<file path="src/rtl/race_sequencer.sv">
// Race controller: game state bus, countdown display, centisecond race timer
// and winner resolution from the two physics engines' finish flags.
module race_sequencer #(
  parameter int unsigned CLK_FREQ      = 100_000_000,
  parameter int unsigned COUNTDOWN_SEC = 3,
  parameter int unsigned TIME_MAX      = 9999
) (
  input  logic        clk,
  input  logic        rst,
  input  logic        btn_start,
  input  logic        btn_pause,
  input  logic        p1_ready,
  input  logic        p2_ready,
  input  logic        p1_finish,
  input  logic        p2_finish,
  output logic [2:0]  state,
  output logic [1:0]  countdown,
  output logic [13:0] race_time,
  output logic [1:0]  winner
);

  localparam int unsigned PRESCALE = CLK_FREQ / 100;
  localparam int unsigned CS_W     = (PRESCALE > 1) ? $clog2(PRESCALE) : 1;
  localparam logic [CS_W-1:0] CS_LAST = CS_W'(PRESCALE - 1);
  localparam logic [13:0]     T_MAX   = 14'(TIME_MAX);

  localparam logic [2:0] S_IDLE      = 3'd0;
  localparam logic [2:0] S_SETTING   = 3'd1;
  localparam logic [2:0] S_COUNTDOWN = 3'd3;
  localparam logic [2:0] S_RACING    = 3'd4;
  localparam logic [2:0] S_PAUSE     = 3'd5;
  localparam logic [2:0] S_FINISH    = 3'd6;

  logic            start_q, pause_q;
  logic [CS_W-1:0] cs_cnt, cs_cnt_d;
  logic [6:0]      sec_cnt, sec_cnt_d;
  logic [2:0]      state_d;
  logic [1:0]      countdown_d, winner_d;
  logic [13:0]     race_time_d;

  logic start_e, pause_e, timing_c, cs_tick, sec_tick;

  assign start_e  = btn_start & ~start_q;
  assign pause_e  = btn_pause & ~pause_q;
  assign timing_c = (state == S_COUNTDOWN) || (state == S_RACING);
  assign cs_tick  = timing_c && (cs_cnt == CS_LAST);
  assign sec_tick = (state == S_COUNTDOWN) && cs_tick && (sec_cnt == 7'd99);

  // Next-state and next-datapath logic
  always_comb begin
    state_d     = state;
    countdown_d = countdown;
    race_time_d = race_time;
    winner_d    = winner;
    cs_cnt_d    = cs_cnt;
    sec_cnt_d   = sec_cnt;

    // Prescaler runs only while timing; it simply holds in PAUSE
    if (timing_c) cs_cnt_d = cs_tick ? '0 : cs_cnt + CS_W'(1);

    case (state)
      S_IDLE: begin
        winner_d    = 2'd0;
        race_time_d = 14'd0;
        countdown_d = 2'd0;
        if (start_e) state_d = S_SETTING;
      end
      S_SETTING: begin
        if (start_e && p1_ready && p2_ready) begin
          state_d     = S_COUNTDOWN;
          countdown_d = 2'(COUNTDOWN_SEC);
          race_time_d = 14'd0;
          cs_cnt_d    = '0;
          sec_cnt_d   = 7'd0;
        end
      end
      S_COUNTDOWN: begin
        if (cs_tick) sec_cnt_d = sec_tick ? 7'd0 : sec_cnt + 7'd1;
        if (sec_tick) begin
          if (countdown <= 2'd1) begin
            countdown_d = 2'd0;
            state_d     = S_RACING;
          end else begin
            countdown_d = countdown - 2'd1;
          end
        end
      end
      S_RACING: begin
        // A finish wins over both the pending tick and a pause request
        if (p1_finish || p2_finish) begin
          state_d  = S_FINISH;
          winner_d = {p2_finish, p1_finish};
        end else begin
          if (cs_tick && (race_time < T_MAX)) race_time_d = race_time + 14'd1;
          if (pause_e) state_d = S_PAUSE;
        end
      end
      S_PAUSE: begin
        if (start_e)      state_d = S_IDLE;
        else if (pause_e) state_d = S_RACING;
      end
      S_FINISH: begin
        if (start_e) state_d = S_IDLE;
      end
      default: state_d = S_IDLE;
    endcase
  end

  // Button history resets high so a button held through reset makes no edge
  always_ff @(posedge clk or posedge rst) begin
    if (rst) begin
      state     <= S_IDLE;
      countdown <= 2'd0;
      race_time <= 14'd0;
      winner    <= 2'd0;
      cs_cnt    <= '0;
      sec_cnt   <= 7'd0;
      start_q   <= 1'b1;
      pause_q   <= 1'b1;
    end else begin
      state     <= state_d;
      countdown <= countdown_d;
      race_time <= race_time_d;
      winner    <= winner_d;
      cs_cnt    <= cs_cnt_d;
      sec_cnt   <= sec_cnt_d;
      start_q   <= btn_start;
      pause_q   <= btn_pause;
    end
  end

endmodule

</file>
<file path="config.mk">
export PLATFORM = sky130hd
export DESIGN_NAME = race_sequencer
export DESIGN_NICKNAME = d
export VERILOG_FILES = /design/src/rtl/race_sequencer.sv
export SDC_FILE = /design/constraint.sdc
export NUM_CORES = 1
export LEC_CHECK = 0
export ABC_CLOCK_PERIOD_IN_PS = 1880
export CAP_MARGIN = 20
export CELL_PAD_IN_SITES_DETAIL_PLACEMENT = 1
export CELL_PAD_IN_SITES_GLOBAL_PLACEMENT = 2
export CORE_ASPECT_RATIO = 2
export CORE_UTILIZATION = 32
export DETAILED_ROUTE_END_ITERATION = 10
export PLACE_DENSITY_LB_ADDON = 0.25
export SLEW_MARGIN = 20
export SYNTH_ARGS = -nofsm -noshare
export SYNTH_HDL_FRONTEND = slang
export SYNTH_SLANG_ARGS = --single-unit
</file>
<file path="constraint.sdc">
create_clock -name clk -period 1.88 [get_ports clk]
set_input_delay 0.564 -clock clk [delete_from_list [all_inputs] [get_ports clk]]
set_output_delay 0.564 -clock clk [all_outputs]
set_load 0.005 [all_outputs]
</file>
# --- Word-level counts from Yosys, hierarchy flattened ---
# Index checks and enable logic that the tools add are counted.
word_totals:
  regBits: 50
  in_bits: 8
  output_inout_bits: 21
classes:
  n_addsub: 4
  order_cmp: 2
  eq_ne: 18
  muxes: 28
  n_bitwise: 4
  reduce_logical: 18
op_table:
  columns: ["operator", "n"]
  rows:
  - ["2-to-1 mux 20 bit", 4]
  - ["2-to-1 mux 14 bit", 3]
  - ["one-hot mux 14 bit (3 select lines)", 1]
  - ["2-to-1 mux 3 bit", 9]
  - ["2-to-1 mux 7 bit", 3]
  - ["adder 20 x 1 -> 20 bit (second input constant)", 1]
  - ["== test 20 bit (second input constant)", 1]
  - ["one-hot mux 3 bit (6 select lines)", 1]
  - ["adder 14 x 1 -> 14 bit (second input constant)", 1]
  - ["less-than comparator 14 bit (second input constant)", 1]
  - ["one-hot mux 7 bit (2 select lines)", 1]
  - ["!= test 2 bit (second input constant)", 6]
  - ["== test 3 bit (second input constant)", 3]
  - ["2-to-1 mux 2 bit", 4]
  - ["adder 7 x 1 -> 7 bit (second input constant)", 1]
  - ["== test 7 bit (second input constant)", 1]
  - ["AND reduction 7 bit", 1]
  - ["logical AND 1 bit", 6]
  - ["!= test 2 x 1 -> 1 bit (second input constant)", 3]
  - ["one-hot mux 2 bit (3 select lines)", 1]
  - ["AND reduction 3 bit", 2]
  - ["nonzero test 3 bit", 2]
  - ["one-hot mux 2 bit (2 select lines)", 1]
  - ["AND reduction 4 bit", 1]
  - ["12 further kinds", 16]

# --- Depth between registers and ports, before layout ---
# Gate-level depths: netlist of the first run.
depth:
  depth_word: 8
  depth_mapped: 8
  ltp_nobuf: 6

# --- Worst setup path before layout of the first run ---
# OpenSTA, ideal clock, no wires.
synth_timing:
  path_type: "register -> register"
  startpoint: "reg state[1]"
  endpoint: "reg state[1]"
  arrival_time_ns: 1.781
  setup_slack_ns: -0.026
  stages_incl_launch_ff: 8
  period_less_slack_ns: 1.906
  path_cell_list: "dfrtp_1 -> buf_2 -> or3b_1 -> buf_2 -> nor4_1 -> nor3_1 -> nand2_1 -> mux2_2"
synth_via:
  elab_chain_len: 7
  elab_cells_between_ends: 19
  cone_classes: "12 x eq/ne; 1 x mux; 6 x reduce/logical"
synth_lines:
  columns: ["item", "line_no", "rtl"]
  rows:
  - ["start: declaration", "16", "output logic [2:0] state,"]
  - ["start signal: assignment", "121", "state <= state_d;"]
  - ["== test 3 x 2 -> 1 bit or == test 3 bit (tied branches)", "45, 47, 61", null]
  - ["logical OR 1 bit", "45", "assign timing_c = (state == S_COUNTDOWN) || (state == S_RACING);"]
  - ["logical AND 1 bit", "46", "assign cs_tick = timing_c && (cs_cnt == CS_LAST);"]
  - ["logical AND 1 bit (2 in series)", "47", "assign sec_tick = (state == S_COUNTDOWN) && cs_tick && (sec_cnt == 7'd99);"]
  - ["!= test 2 bit (no source line)", null, null]
  - ["AND reduction 7 bit (no source line)", null, null]
# Parallel ways exist; a longest one is shown, timed or not.
# A chain may end at the register's enable or synchronous reset.

# --- Worst setup path in the final report of the first run ---
layout_timing:
  startpoint: "reg cs_cnt[7]"
  endpoint: "reg race_time[3]"
layout_via:
  elab_chain_len: 5
layout_lines:
  columns: ["item", "line_no", "rtl"]
  rows:
  - ["start: declaration", "35", "logic [CS_W-1:0] cs_cnt, cs_cnt_d;"]
  - ["start signal: assignment", "125", "cs_cnt <= cs_cnt_d;"]
  - ["== test 20 bit", "46", null]
  - ["logical AND 1 bit", "46", null]
  - ["logical AND 1 bit", "94", "if (cs_tick && (race_time < T_MAX)) race_time_d = race_time + 14'd1;"]
  - ["!= test 2 x 1 -> 1 bit (no source line)", null, null]
  - ["AND reduction 4 bit (no source line)", null, null]
  - ["end signal: assignment", "123", "race_time <= race_time_d;"]
  - ["end: declaration", "18", "output logic [13:0] race_time,"]
# Every way passes these cells.

==> impl_metrics.toml, run 1 <==
[status]
status = "complete, but fails checks"
violations = "setup timing"

[die]
io_pins = 29
rows = 48
die_y_um = 137
die_area_um2 = 9460
initial_core_util = 0.332
coreArea_um2 = 8710
dieWidth_um = 69.3

[global_routing]
grt_use_total = 0.241
grt_start_max_net_pins = 26
grt_pass1_vias = 3542
grt_overflow = 0
grt_first_pass_wirelength_um = 17700
antenna_found_initial = 0

[critical_path]
cp.depth = 7
crit_slowest_cell = "dfrtp_1"
path_class = "reg2reg"
crit_path_start_kind = "flop"
required_ps = 2110
worstSetupEndpointType = "flop"
cp.arrival_ps = 2320
crit_family = "simple AND/OR/NAND/NOR gates"
critical_path.max_fanout = 6
cp_num_buf_inv = 2
path_cells = "nor4b_4 -> and4bb_1 -> nand4bb_1 -> buf_6 -> buf_6 -> or4_4 -> a21oi_2"
path_common_cell = "buf_6"
reg2regPathDepth = 7
max_stage_delay_ps = 410

[detailed_routing]
avgRoutedWirePerCell_um = 19.6
first_pass_iters = 4
wl_um = 11200
vias = 3200
ant_nets = 0
drcViolationCount = 0
vias_per_cell = 5.61
initialDrtViolationCount = 100

[logic_synthesis]
synthTopCellsByArea = "dfrtp_1 (41%), xor2_1 (4.5%), nor2_1 (4.4%)"
synthArstFlopShare = 1.00
ys_warn_count = 0
synth_common_cells = "dfrtp_1 (48), nor2_1 (34), nand2_1 (29)"
synth-edff-count = 0
syn_nets = 328
yosysTopAreaCell = "dfrtp_1"
syn-mean-instance-area_um2 = 9.13
seq_area_frac_synth = 0.433
syn_area_um2 = 2900
synth_top_area_share = 0.415
yosysUniqueCellTypes = 59
syn_inst = 317
synth_flop_cell = "dfrtp_1"
ys_ff_latch = 50
synth_most_common_cell = "dfrtp_1"

[sta]
tightest_slew_ps = 413
tns_ps = -3160
setup_viol = 28
max_freq_ghz = 0.479
setup_slack_ps = -209
fin_skew_ps = 4.46
min_period_ps = 2090
relSlewSlack = 0.722
hold_viol = 0
finalCritPeriodShare = 1.11
rsz0062_at_grt = "yes"
drv_slew = 0
timing.hold.ws_ps = 515

[cells_and_area]
drive_gt1_frac = 0.440
layout-area-overhead-vs-synth_pct = 67.7
fin_util = 0.558
nets = 480
insertedDiodeCount = 0

[power_and_ir_drop]
pwr_density_cell_nw_per_um2 = 800
finalPower_mw = 3.88
irDropWorstVdd_uv = 503
p_leak_nw = 2.17

[clock_network]
path_clk_slew_ps = 70
cts_tree = "done"
cts_num_sinks = 50
htree_levels = 2
ctsLongestPathBuffers = 2
clock_latency_ps = 300
cts_buffers = 5
root_buffer = "clkbuf_16"

[place]
hpwl_um = 7690
place_ws_ps = -699
routabilityCongestion = 0.816
portBuffers = 28

[run]
maxCapViolations = 0

[hold_path]
whs_path_depth = 1
min_path_type = "reg2reg"
==> through the flow <==
step,instances,area (um^2)
2_1_floorplan,317,2900
3_3_place_gp,532,4020
3_5_place_dp,532,4020
4_1_cts,557,4620
5_1_grt,570,4860
6_report,570,4860
==> layout make-up <==
class | instances | area [um^2]
Multi-Input combinational cell | 246 | 1910
Fill cell | 965 | 3850
Tap cell | 100 | 125
Clock inverter | 1 | 5.00
Sequential cell | 50 | 1260
Timing Repair Buffer | 156 | 1370
Inverter | 10 | 37.5
Clock buffer | 7 | 143
==> metal layers <==
| metal | track usage | part of all wire |
|---|---|---|
| met1 | 0.228 | 0.35 |
| met2 | 0.492 | 0.59 |
| met3 | 0.0317 | 0.021 |
| met4 | 0.116 | 0.045 |
| met5 | 0 | 0 |
==> cell families after synthesis <==
family / after synthesis / share of synthesized area
AND/OR/NAND/NOR: 162 / 0.309
AO/OA/AOI/OAI: 60 / 0.148
flip-flops: 50 / 0.433
buffers and inverters: 21 / 0.0307
XOR/XNOR: 18 / 0.0545
multiplexers: 3 / 0.0112
adder cells (fa/ha/maj): 3 / 0.0130
==> cell usage in the layout, fill, tap and decap left out, types with 3 or more instances in the layout <==
master / instances
xor2_1: 15
nand3_1: 14
or4_4: 3
nand4_1: 15
or4_1: 7
and3_1: 5
nand3_2: 8
o31ai_2: 3
nor2_1: 29
nor3_1: 7
and4_1: 3
a21oi_2: 5
clkdlybuf4s50_1: 10
dlygate4sd2_1: 12
o21ai_0: 6
nand2_1: 25
nand2_2: 4
dlymetal6s2s_1: 4
inv_1: 9
buf_6: 28
buf_4: 97
or3_1: 3
clkbuf_16: 5
nor2_4: 3
dfrtp_1: 45
a21o_1: 3
a21oi_1: 10
xnor2_1: 3
nor4_4: 3
o31ai_1: 6
a22o_1: 3
buf_12: 3
dfrtp_2: 3
==> worst paths after layout <==
path,start,slack [ps],to
min in group asynchronous,rst,540,winner[1]
max in group asynchronous,rst,880,sec_cnt[1]
hold reg to reg,winner[1],510,winner[1]
setup reg to reg,cs_cnt[7],-210,race_time[3]
setup / recovery,cs_cnt[7],-210,race_time[3]
hold / removal,winner[1],510,winner[1]
==> timing repair <==
item / in CTS / in global routing
resized for setup: 89 / 41
pin swaps: 47 / 29
setup endpoints to repair: 50 / 48
setup buffers: 18 / 14
hold buffers: 0 / 0
==> power breakdown <==
group          switching [mW]  internal (mW)
Clock                   0.417          0.529
Sequential              0.210           1.31
Combinational           0.663          0.752
==> registers in the layout, summed over array words and instances, names as in the netlist <==
signal     count
cs_cnt        20
state          3
start_q        1
race_time     14
pause_q        1
countdown      2
winner         2
sec_cnt        7
==> worst reg2reg max path: stages, from the launching register on <==
cell       delay [ps]
dfrtp_1           410
nor4b_4           360
and4bb_1          290
nand4bb_1         130
buf_6             150
buf_6             130
or4_4             410
a21oi_2           140
Power figures use the tool's default switching activity.
==> inputs of run 2 (changes only) <==
--- a/config.mk
+++ b/config.mk
@@ -10,7 +10,8 @@
 export CELL_PAD_IN_SITES_DETAIL_PLACEMENT = 1
 export CELL_PAD_IN_SITES_GLOBAL_PLACEMENT = 2
 export CORE_ASPECT_RATIO = 2
-export CORE_UTILIZATION = 32
+export CORE_UTILIZATION = 33
+export CTS_BUF_LIST = sky130_fd_sc_hd__clkbuf_8
 export DETAILED_ROUTE_END_ITERATION = 10
 export PLACE_DENSITY_LB_ADDON = 0.25
 export SLEW_MARGIN = 20
==> run 2 against run 1 <==
Against the previous run: global-route usage up 0.92 points; fmax down 9.5%; worst setup slack worse by 220 ps; core utilization down 3.3 points; worst hold slack worse by 18 ps; the run still ends with setup timing left; clock skew up 5.2 ps.
==> impl_metrics.toml, run 2 (synthesized netlist as in run 1, its figures left out) <==
[status]
status = "complete, but fails checks"
violations = "setup timing"

[detailed_routing]
drcViolationCount = 0
vias_per_cell = 5.68
initialDrtViolationCount = 124
vias = 3164
wl_um = 11100
first_pass_iters = 4
ant_nets = 0
avgRoutedWirePerCell_um = 19.9

[hold_path]
min_path_type = "in2async"

[global_routing]
grt_pass1_vias = 3535
grt_start_max_net_pins = 41
antenna_found_initial = 0
grt_overflow = 0
grt_first_pass_wirelength_um = 17000
grt_use_total = 0.250

[cells_and_area]
reg_top3 = "cs_cnt: 20 flops, race_time: 14 flops, sec_cnt: 7 flops"
fin_util = 0.525
final_cell_mix = "buf_4 (96), dfrtp_1 (46), nor2_1 (32), nand2_1 (28), nand3_1 (19)"
largest_register_ff_count = 20
insertedDiodeCount = 0
layout-area-overhead-vs-synth_pct = 55.6
multi_input_area_um2 = 1770
final_common_cell = "buf_4"
drive_gt1_frac = 0.368
max_flop_register = "cs_cnt"
fill_cells = 1000
fin_area_um2 = 4510
seqCellArea_um2 = 1260
nets = 468

[sta]
rsz0062_at_grt = "yes"
tightest_slew_ps = 503
drv_slew = 0
setup_viol = 21
hold_viol = 0
finalCritPeriodShare = 1.23
fin_skew_ps = 9.66
max_freq_ghz = 0.433
relSlewSlack = 0.662
setup_slack_ps = -428
min_period_ps = 2310

[critical_path]
reg2regPathDepth = 6
regToRegEndpoint = "race_time[6]"
r2r_setup_slack_ps = -430
required_ps = 2110
max_stage_delay_ps = 510
crit_slowest_cell = "nor4_2"
critical_path.max_fanout = 14
crit_path_start_kind = "flop"
cp.arrival_ps = 2540
path_cells = "nor4_2 -> a221oi_2 -> nand4bb_1 -> buf_6 -> or4_4 -> a21oi_2"
r2r_start = "race_time[4]"
path_class = "reg2reg"
worstSetupEndpointType = "flop"

[clock_network]
cts_hold_buffers = 0
cts_num_sinks = 50
root_buffer = "clkbuf_8"
htree_levels = 2
ctsLongestPathBuffers = 2
cts_tree = "done"
cts_buffers = 5
clock_latency_ps = 320
path_clk_slew_ps = 100

[die]
io_pins = 29
die_y_um = 134
die_area_um2 = 9170
coreArea_um2 = 8590
initial_core_util = 0.337
rows = 48
dieWidth_um = 68.2

[place]
hpwl_um = 7790
place_area_um2 = 3980
routabilityCongestion = 0.784
portBuffers = 28

[power_and_ir_drop]
pwr_density_cell_nw_per_um2 = 784
irDropWorstVdd_uv = 578
p_leak_nw = 2.07

[run]
maxCapViolations = 0
## run 2: timing repair
item                                    in CTS  in global routing
pin swaps                                   12                  8
resized for setup                           54                 28
endpoints found under the setup margin      44                 39
setup buffers                               16                  7
## run 2: cell type report
type                    count  area share
inverters                  10     0.00833
clock buffers               5      0.0153
flip-flops and latches     50       0.279
repair buffers            144       0.275
clock inverters             2     0.00167
multi-input cells         246       0.393
well taps                 100      0.0278
## run 2: per-stage QoR
stage / setup slack [ps] / cells / hold WS, ps / TNS (ps) / total power, mW
after floorplan: -8.96 / 317 / 470 / -8.96 / 2.02
after global placement: -605 / 528 / 503 / -16310 / 2.68
after detailed placement: -673 / 528 / 502 / -18440 / 2.74
final: -428 / 557 / 497 / -3840 / 3.53
after global routing: -513 / 557 / 518 / -6220 / 3.74
after CTS: -240 / 551 / 501 / -2630 / 3.47
## run 2: where the power goes
part	switching (mW)	internal, mW	leakage (nW)
Sequential	0.188	1.31	0.628
Clock	0.379	0.247	0.0466
Combinational	0.664	0.745	1.40
## run 2: worst max path at each step
stage | from | end | slack, ps | cells after the start
6_report | race_time[4] | race_time[6] | -430 | 6
5_1_grt | race_time[4] | race_time[6] | -510 | 6
4_1_cts | cs_cnt[7] | race_time[6] | -240 | 6
3_5_place_dp | btn_start | race_time[8] | -670 | 7
3_3_place_gp | btn_start | race_time[10] | -610 | 6
2_1_floorplan | state[1] | state[1] | -9 | 7
## run 2: critical path: cells and delay by family, from the launching register on
family          cells  cell delay (ps)
flops               1              420
compound gates      2              380
simple gates        3             1240
buf+inv             1              180
## run 2: metal layers
layer / track usage / up-vias / share of wire
met2: 0.513 / 59 / 0.60
met1: 0.223 / 1607 / 0.32
met3: 0.0279 / 38 / 0.026
met5: 0 / - / 0
met4: 0.103 / 0 / 0.047
li1: - / 1460 / -
